<file path="config.mk">
export PLATFORM = sky130hd
export DESIGN_NAME = id_ex_stage
export DESIGN_NICKNAME = d
export VERILOG_FILES = /design/src/rtl/id_ex_stage.sv
export SDC_FILE = /design/constraint.sdc
export NUM_CORES = 1
export LEC_CHECK = 0
export ABC_CLOCK_PERIOD_IN_PS = 4150
export BUFFER_PORTS_ARGS = -buffer_cell sky130_fd_sc_hd__buf_2
export CELL_PAD_IN_SITES_DETAIL_PLACEMENT = 0
export CELL_PAD_IN_SITES_GLOBAL_PLACEMENT = 2
export CORE_MARGIN = 4
export CORE_UTILIZATION = 29
export DETAILED_ROUTE_END_ITERATION = 10
export PLACE_DENSITY_LB_ADDON = 0.1
export SKIP_LAST_GASP = 1
export SYNTH_ARGS = -nofsm -noshare
export SYNTH_HDL_FRONTEND = slang
export SYNTH_SLANG_ARGS = --single-unit
</file>
<file path="constraint.sdc">
create_clock -name clk -period 4.15 [get_ports clk]
set_input_delay 0.415 -clock clk [delete_from_list [all_inputs] [get_ports clk]]
set_output_delay 0.415 -clock clk [all_outputs]
set_load 0.005 [all_outputs]
</file>
<file path="src/rtl/id_ex_stage.sv">
// ID/EX pipeline register: latches regfile operands (with WB-to-ID bypass),
// decoded control and immediate; detects load-use hazards and handles flush/hold.
module id_ex_stage #(
  parameter int XLEN    = 32,
  parameter int ALUOP_W = 4
) (
  input  logic               clk,
  input  logic               rst,
  input  logic               id_valid,
  input  logic [XLEN-1:0]    id_pc,
  input  logic [4:0]         id_rs1,
  input  logic [4:0]         id_rs2,
  input  logic               id_uses_rs1,
  input  logic               id_uses_rs2,
  input  logic [4:0]         id_rd,
  input  logic [XLEN-1:0]    id_rd1,
  input  logic [XLEN-1:0]    id_rd2,
  input  logic [XLEN-1:0]    id_imm,
  input  logic [ALUOP_W-1:0] id_alu_op,
  input  logic               id_alu_src,
  input  logic               id_reg_write,
  input  logic               id_mem_read,
  input  logic               id_mem_write,
  input  logic               id_mem_to_reg,
  input  logic               wb_we,
  input  logic [4:0]         wb_rd,
  input  logic [XLEN-1:0]    wb_data,
  input  logic               flush,
  input  logic               ex_hold,
  output logic               stall_req,
  output logic               ex_valid,
  output logic [XLEN-1:0]    ex_pc,
  output logic [XLEN-1:0]    ex_rs1_val,
  output logic [XLEN-1:0]    ex_rs2_val,
  output logic [XLEN-1:0]    ex_imm,
  output logic [4:0]         ex_rs1,
  output logic [4:0]         ex_rs2,
  output logic [4:0]         ex_rd,
  output logic [ALUOP_W-1:0] ex_alu_op,
  output logic               ex_alu_src,
  output logic               ex_reg_write,
  output logic               ex_mem_read,
  output logic               ex_mem_write,
  output logic               ex_mem_to_reg
);

  // Flow control: an ID instruction is consumed on an edge where rst, flush,
  // ex_hold and stall_req are all low; ex_valid marks a real instruction in EX.
  logic               ex_valid_q,      ex_valid_d;
  logic [XLEN-1:0]    ex_pc_q,         ex_pc_d;
  logic [XLEN-1:0]    ex_rs1_val_q,    ex_rs1_val_d;
  logic [XLEN-1:0]    ex_rs2_val_q,    ex_rs2_val_d;
  logic [XLEN-1:0]    ex_imm_q,        ex_imm_d;
  logic [4:0]         ex_rs1_q,        ex_rs1_d;
  logic [4:0]         ex_rs2_q,        ex_rs2_d;
  logic [4:0]         ex_rd_q,         ex_rd_d;
  logic [ALUOP_W-1:0] ex_alu_op_q,     ex_alu_op_d;
  logic               ex_alu_src_q,    ex_alu_src_d;
  logic               ex_reg_write_q,  ex_reg_write_d;
  logic               ex_mem_read_q,   ex_mem_read_d;
  logic               ex_mem_write_q,  ex_mem_write_d;
  logic               ex_mem_to_reg_q, ex_mem_to_reg_d;

  logic [XLEN-1:0] rs1_byp;
  logic [XLEN-1:0] rs2_byp;
  logic            load_use;
  logic            wb_hit;

  // The regfile cannot show a same-cycle WB write, so bypass it here.
  always_comb begin
    wb_hit = wb_we && (wb_rd != 5'd0);
    if (wb_hit && (wb_rd == id_rs1))  rs1_byp = wb_data;
    else if (id_rs1 == 5'd0)          rs1_byp = '0;
    else                              rs1_byp = id_rd1;
    if (wb_hit && (wb_rd == id_rs2))  rs2_byp = wb_data;
    else if (id_rs2 == 5'd0)          rs2_byp = '0;
    else                              rs2_byp = id_rd2;
  end

  always_comb begin
    load_use = id_valid && ex_valid_q && ex_mem_read_q && (ex_rd_q != 5'd0) &&
               ((id_uses_rs1 && (id_rs1 == ex_rd_q)) ||
                (id_uses_rs2 && (id_rs2 == ex_rd_q)));
    stall_req = load_use && !flush && !ex_hold;
  end

  always_comb begin
    ex_valid_d      = ex_valid_q;
    ex_pc_d         = ex_pc_q;
    ex_rs1_val_d    = ex_rs1_val_q;
    ex_rs2_val_d    = ex_rs2_val_q;
    ex_imm_d        = ex_imm_q;
    ex_rs1_d        = ex_rs1_q;
    ex_rs2_d        = ex_rs2_q;
    ex_rd_d         = ex_rd_q;
    ex_alu_op_d     = ex_alu_op_q;
    ex_alu_src_d    = ex_alu_src_q;
    ex_reg_write_d  = ex_reg_write_q;
    ex_mem_read_d   = ex_mem_read_q;
    ex_mem_write_d  = ex_mem_write_q;
    ex_mem_to_reg_d = ex_mem_to_reg_q;

    if (flush || (!ex_hold && stall_req)) begin
      // Kill or bubble: data fields are left as they are, control goes quiet.
      ex_valid_d      = 1'b0;
      ex_alu_op_d     = '0;
      ex_alu_src_d    = 1'b0;
      ex_reg_write_d  = 1'b0;
      ex_mem_read_d   = 1'b0;
      ex_mem_write_d  = 1'b0;
      ex_mem_to_reg_d = 1'b0;
    end else if (ex_hold) begin
      // A writer retiring while EX is frozen would otherwise leave stale operands.
      if (wb_hit && (wb_rd == ex_rs1_q)) ex_rs1_val_d = wb_data;
      if (wb_hit && (wb_rd == ex_rs2_q)) ex_rs2_val_d = wb_data;
    end else begin
      ex_valid_d      = id_valid;
      ex_pc_d         = id_pc;
      ex_rs1_val_d    = rs1_byp;
      ex_rs2_val_d    = rs2_byp;
      ex_imm_d        = id_imm;
      ex_rs1_d        = id_rs1;
      ex_rs2_d        = id_rs2;
      ex_rd_d         = id_rd;
      ex_alu_op_d     = id_valid ? id_alu_op : '0;
      ex_alu_src_d    = id_valid && id_alu_src;
      ex_reg_write_d  = id_valid && id_reg_write;
      ex_mem_read_d   = id_valid && id_mem_read;
      ex_mem_write_d  = id_valid && id_mem_write;
      ex_mem_to_reg_d = id_valid && id_mem_to_reg;
    end
  end

  always_ff @(posedge clk) begin
    if (rst) begin
      ex_valid_q      <= 1'b0;
      ex_pc_q         <= '0;
      ex_rs1_val_q    <= '0;
      ex_rs2_val_q    <= '0;
      ex_imm_q        <= '0;
      ex_rs1_q        <= '0;
      ex_rs2_q        <= '0;
      ex_rd_q         <= '0;
      ex_alu_op_q     <= '0;
      ex_alu_src_q    <= 1'b0;
      ex_reg_write_q  <= 1'b0;
      ex_mem_read_q   <= 1'b0;
      ex_mem_write_q  <= 1'b0;
      ex_mem_to_reg_q <= 1'b0;
    end else begin
      ex_valid_q      <= ex_valid_d;
      ex_pc_q         <= ex_pc_d;
      ex_rs1_val_q    <= ex_rs1_val_d;
      ex_rs2_val_q    <= ex_rs2_val_d;
      ex_imm_q        <= ex_imm_d;
      ex_rs1_q        <= ex_rs1_d;
      ex_rs2_q        <= ex_rs2_d;
      ex_rd_q         <= ex_rd_d;
      ex_alu_op_q     <= ex_alu_op_d;
      ex_alu_src_q    <= ex_alu_src_d;
      ex_reg_write_q  <= ex_reg_write_d;
      ex_mem_read_q   <= ex_mem_read_d;
      ex_mem_write_q  <= ex_mem_write_d;
      ex_mem_to_reg_q <= ex_mem_to_reg_d;
    end
  end

  assign ex_valid      = ex_valid_q;
  assign ex_pc         = ex_pc_q;
  assign ex_rs1_val    = ex_rs1_val_q;
  assign ex_rs2_val    = ex_rs2_val_q;
  assign ex_imm        = ex_imm_q;
  assign ex_rs1        = ex_rs1_q;
  assign ex_rs2        = ex_rs2_q;
  assign ex_rd         = ex_rd_q;
  assign ex_alu_op     = ex_alu_op_q;
  assign ex_alu_src    = ex_alu_src_q;
  assign ex_reg_write  = ex_reg_write_q;
  assign ex_mem_read   = ex_mem_read_q;
  assign ex_mem_write  = ex_mem_write_q;
  assign ex_mem_to_reg = ex_mem_to_reg_q;

endmodule

</file>
==> out/qor.csv <==
stage,metric,value,unit
cts,postCtsHoldBufs,0,
power,pwr-share-seq,0.425,
setup_path,crit_path_cell_trace,"nor4_1, a211oi_2, a211oi_4, buf_4, mux2i_1",
run_status,run_status,finished clean,
setup_path,path_class,reg2reg,
layout,multi_input_area,3956,um2
power,p_per_area,374.9,nW/um2
power,peakVddDrop,0.1730,mV
floorplanning,die_h,168.6,um
routing,first_pass_iters,4,
power,switching_share,0.2702,
floorplanning,start_util,0.2962,
timing,slew_violations,0,
synth,yosysMostFrequentCell,nand2b_1,
floorplanning,ios,351,
cts,cts.sinks,153,
routing,num_vias,6406,
setup_path,crit_path_start,ex_rd[0],
power,power_frac_clock,0.425,
power,p_sw,1.015,mW
timing,finalCritPeriodShare,0.7199,
global_route,grt_pass1_wl,38650,um
layout,utilization,0.3966,
synth,syn-instance-count,768,
cts,cts_tree,done,
setup_path,reg2reg_slack,1.16,ns
cts,clk_pin_slew,0.07,ns
timing,fin_crit,2.988,ns
routing,ant_nets,0,
placed_design,io_buffers,350,
global_route,grt.total_usage,0.1732,
setup_path,endpoint_kind,flop,
layout,drive_gt1_frac,0.3654,
cts,post_cts_buffers,0,
synth,yosysTopAreaCellShare,0.4094,
power,p_leak,4.985,nW
timing,grt_setup_unrepaired,no,
synth,avgSynthCellArea,9.741,um2
layout,nNetsFinal,1287,
global_route,grt_pass1_vias,6568,
layout,nFillCells,2656,
timing,fin_skew,0.01052,ns
global_route,grt_max_degree,113,
setup_path,crit_fanout,38,
setup_path,critical-path-max-stage-delay,0.90,ns
floorplanning,rows,58,
synth,synth_area,7481,um2
flow_run,cap_violations,0,
synth,synth-seq-cells,153,
synth,synth_warnings,0,
timing,fin_ws,1.162,ns
timing,worstMarginPinSlew,1.005,ns
setup_path,reg2reg_from,ex_rd[0],
cts,numCtsBuffers,17,
placed_design,hpwl,18770,um
routing,drt_iter0_markers,304,
cts,htreeDepth,4,
synth,ys_async_sr_fraction,0,
layout,syn_to_final_growth,33.89,%
synth,synth_commonest_cells,"nand2b_1, dfxtp_1, mux2i_1, nand2_1, a22o_1",
cts,cts-root-buf,clkbuf_16,
power,p_int,2.740,mW
routing,drc,0,
setup_path,worstSetupStartpointType,flop,
synth,synth-edff-count,0,
worst_hold_path,hold_path.startpoint,id_alu_op[3],
synth,synth.distinct_cells,36,
placed_design,place_congestion,0.7689,
setup_path,crit_slowest_cell,a211oi_4,
global_route,grt_remaining_overflow,0,
floorplanning,die_area,28430,um2
routing,post_drt_wl_per_cell,17.43,um
synth,synth.top_cells.by_area,"dfxtp_1, mux2i_1, nand2b_1, a22o_1, nand2_1",
timing,setup_tns,0,ns
worst_hold_path,hp-class,in2reg,
timing,finalSetupViolations,0,
routing,vias_per_cell,4.458,
setup_path,cp.arrival,3.33,ns
power,p_comb_frac,0.150,
floorplanning,core_area,25250,um2
timing,fmax,334.7,MHz
synth,ys_seq_area_frac,0.4094,
synth,synth_nets,965,
setup_path,cp.required,4.49,ns
timing,hold_viol_final,0,
synth,synth-main-ff-cell,dfxtp_1,
cts,cts_resized,0,
cts,clk_latency,0.43,ns
routing,wl,25050,um
timing,relSlewSlack,0.3277,
synth,synth.largest_area_cell,dfxtp_1,
global_route,antenna_found_initial,6,
placed_design,pre_cts_ws,0.9539,ns
cts,cts_buffer_depth,2,
floorplanning,die_w,168.6,um
layout,regArea,3063,um2
## metrics by stage
step	total power, mW	cell area (um2)	std cells	hold WS [ns]
after floorplan	1.952	7481	768	0.4650
after detailed placement	2.202	9412	1401	0.4588
after CTS	3.827	10010	1433	0.2012
after global routing	3.950	10020	1437	0.2105
after global placement	2.205	9412	1401	0.4550
final	3.755	10020	1437	0.2218
## final timing paths
check,end,depth (start not counted)
min reg2reg,ex_rs1_val[9],1
min,ex_alu_op[3],3
max,ex_imm[29],5
max reg2reg,ex_imm[29],5
## kinds of logic after synthesis
kind of cell,synth area share
AND/OR/NAND/NOR,0.1900
buffers and inverters,0.06640
flip-flops,0.4094
AO/OA/AOI/OAI,0.1077
multiplexers,0.1913
XOR/XNOR,0.03512
## layout by cell type (no fill, tap or decap), types with 3 or more instances in the layout
| cell | instances |
|---|---|
| xor2_1 | 6 |
| buf_4 | 14 |
| inv_6 | 3 |
| mux2i_1 | 143 |
| nand2b_1 | 160 |
| clkbuf_16 | 17 |
| nor3_1 | 4 |
| inv_1 | 34 |
| nor2_1 | 12 |
| nand4_1 | 4 |
| a22o_1 | 64 |
| nand2_1 | 71 |
| dfxtp_1 | 153 |
| a22oi_1 | 9 |
| xnor2_1 | 24 |
| diode_2 | 4 |
| clkinv_4 | 5 |
| buf_2 | 349 |
## metal layers
metal	global-route usage	vias up	wire length (um)
met5	0	-	23
met4	0.04975	4	559
met3	0.06142	33	1936
met2	0.2802	218	11610
met1	0.2189	2915	10920
li1	-	3236	-
## cell type report
| cell class | instances | share of cell area |
|---|---|---|
| multi-input cells | 521 | 0.3950 |
| flip-flops and latches | 153 | 0.3058 |
| repair buffers | 363 | 0.1849 |
| clock buffers | 18 | 0.04285 |
| well taps | 330 | 0.04122 |
| clock inverters | 14 | 0.01649 |
| inverters | 34 | 0.01274 |
| diodes | 4 | 0.0009994 |
## worst max-delay path, delay by kind of cell, from the launching register on
family	cells	cell delay, ns
multiplexers	1	0.27
flip-flops	1	0.36
AND/OR/NAND/NOR	1	0.39
buffers and inverters	1	0.68
AO/OA/AOI/OAI	2	1.15
## power groups by stage
stage	Sequential, mW	Clock (mW)	Combinational [mW]
floorplan	1.63	0	0.318
global placement	1.63	0	0.577
detailed placement	1.63	0	0.573
CTS	1.60	1.66	0.575
global route	1.61	1.72	0.625
finish	1.60	1.60	0.562
No activity file was read; power rests on OpenSTA's default activity.
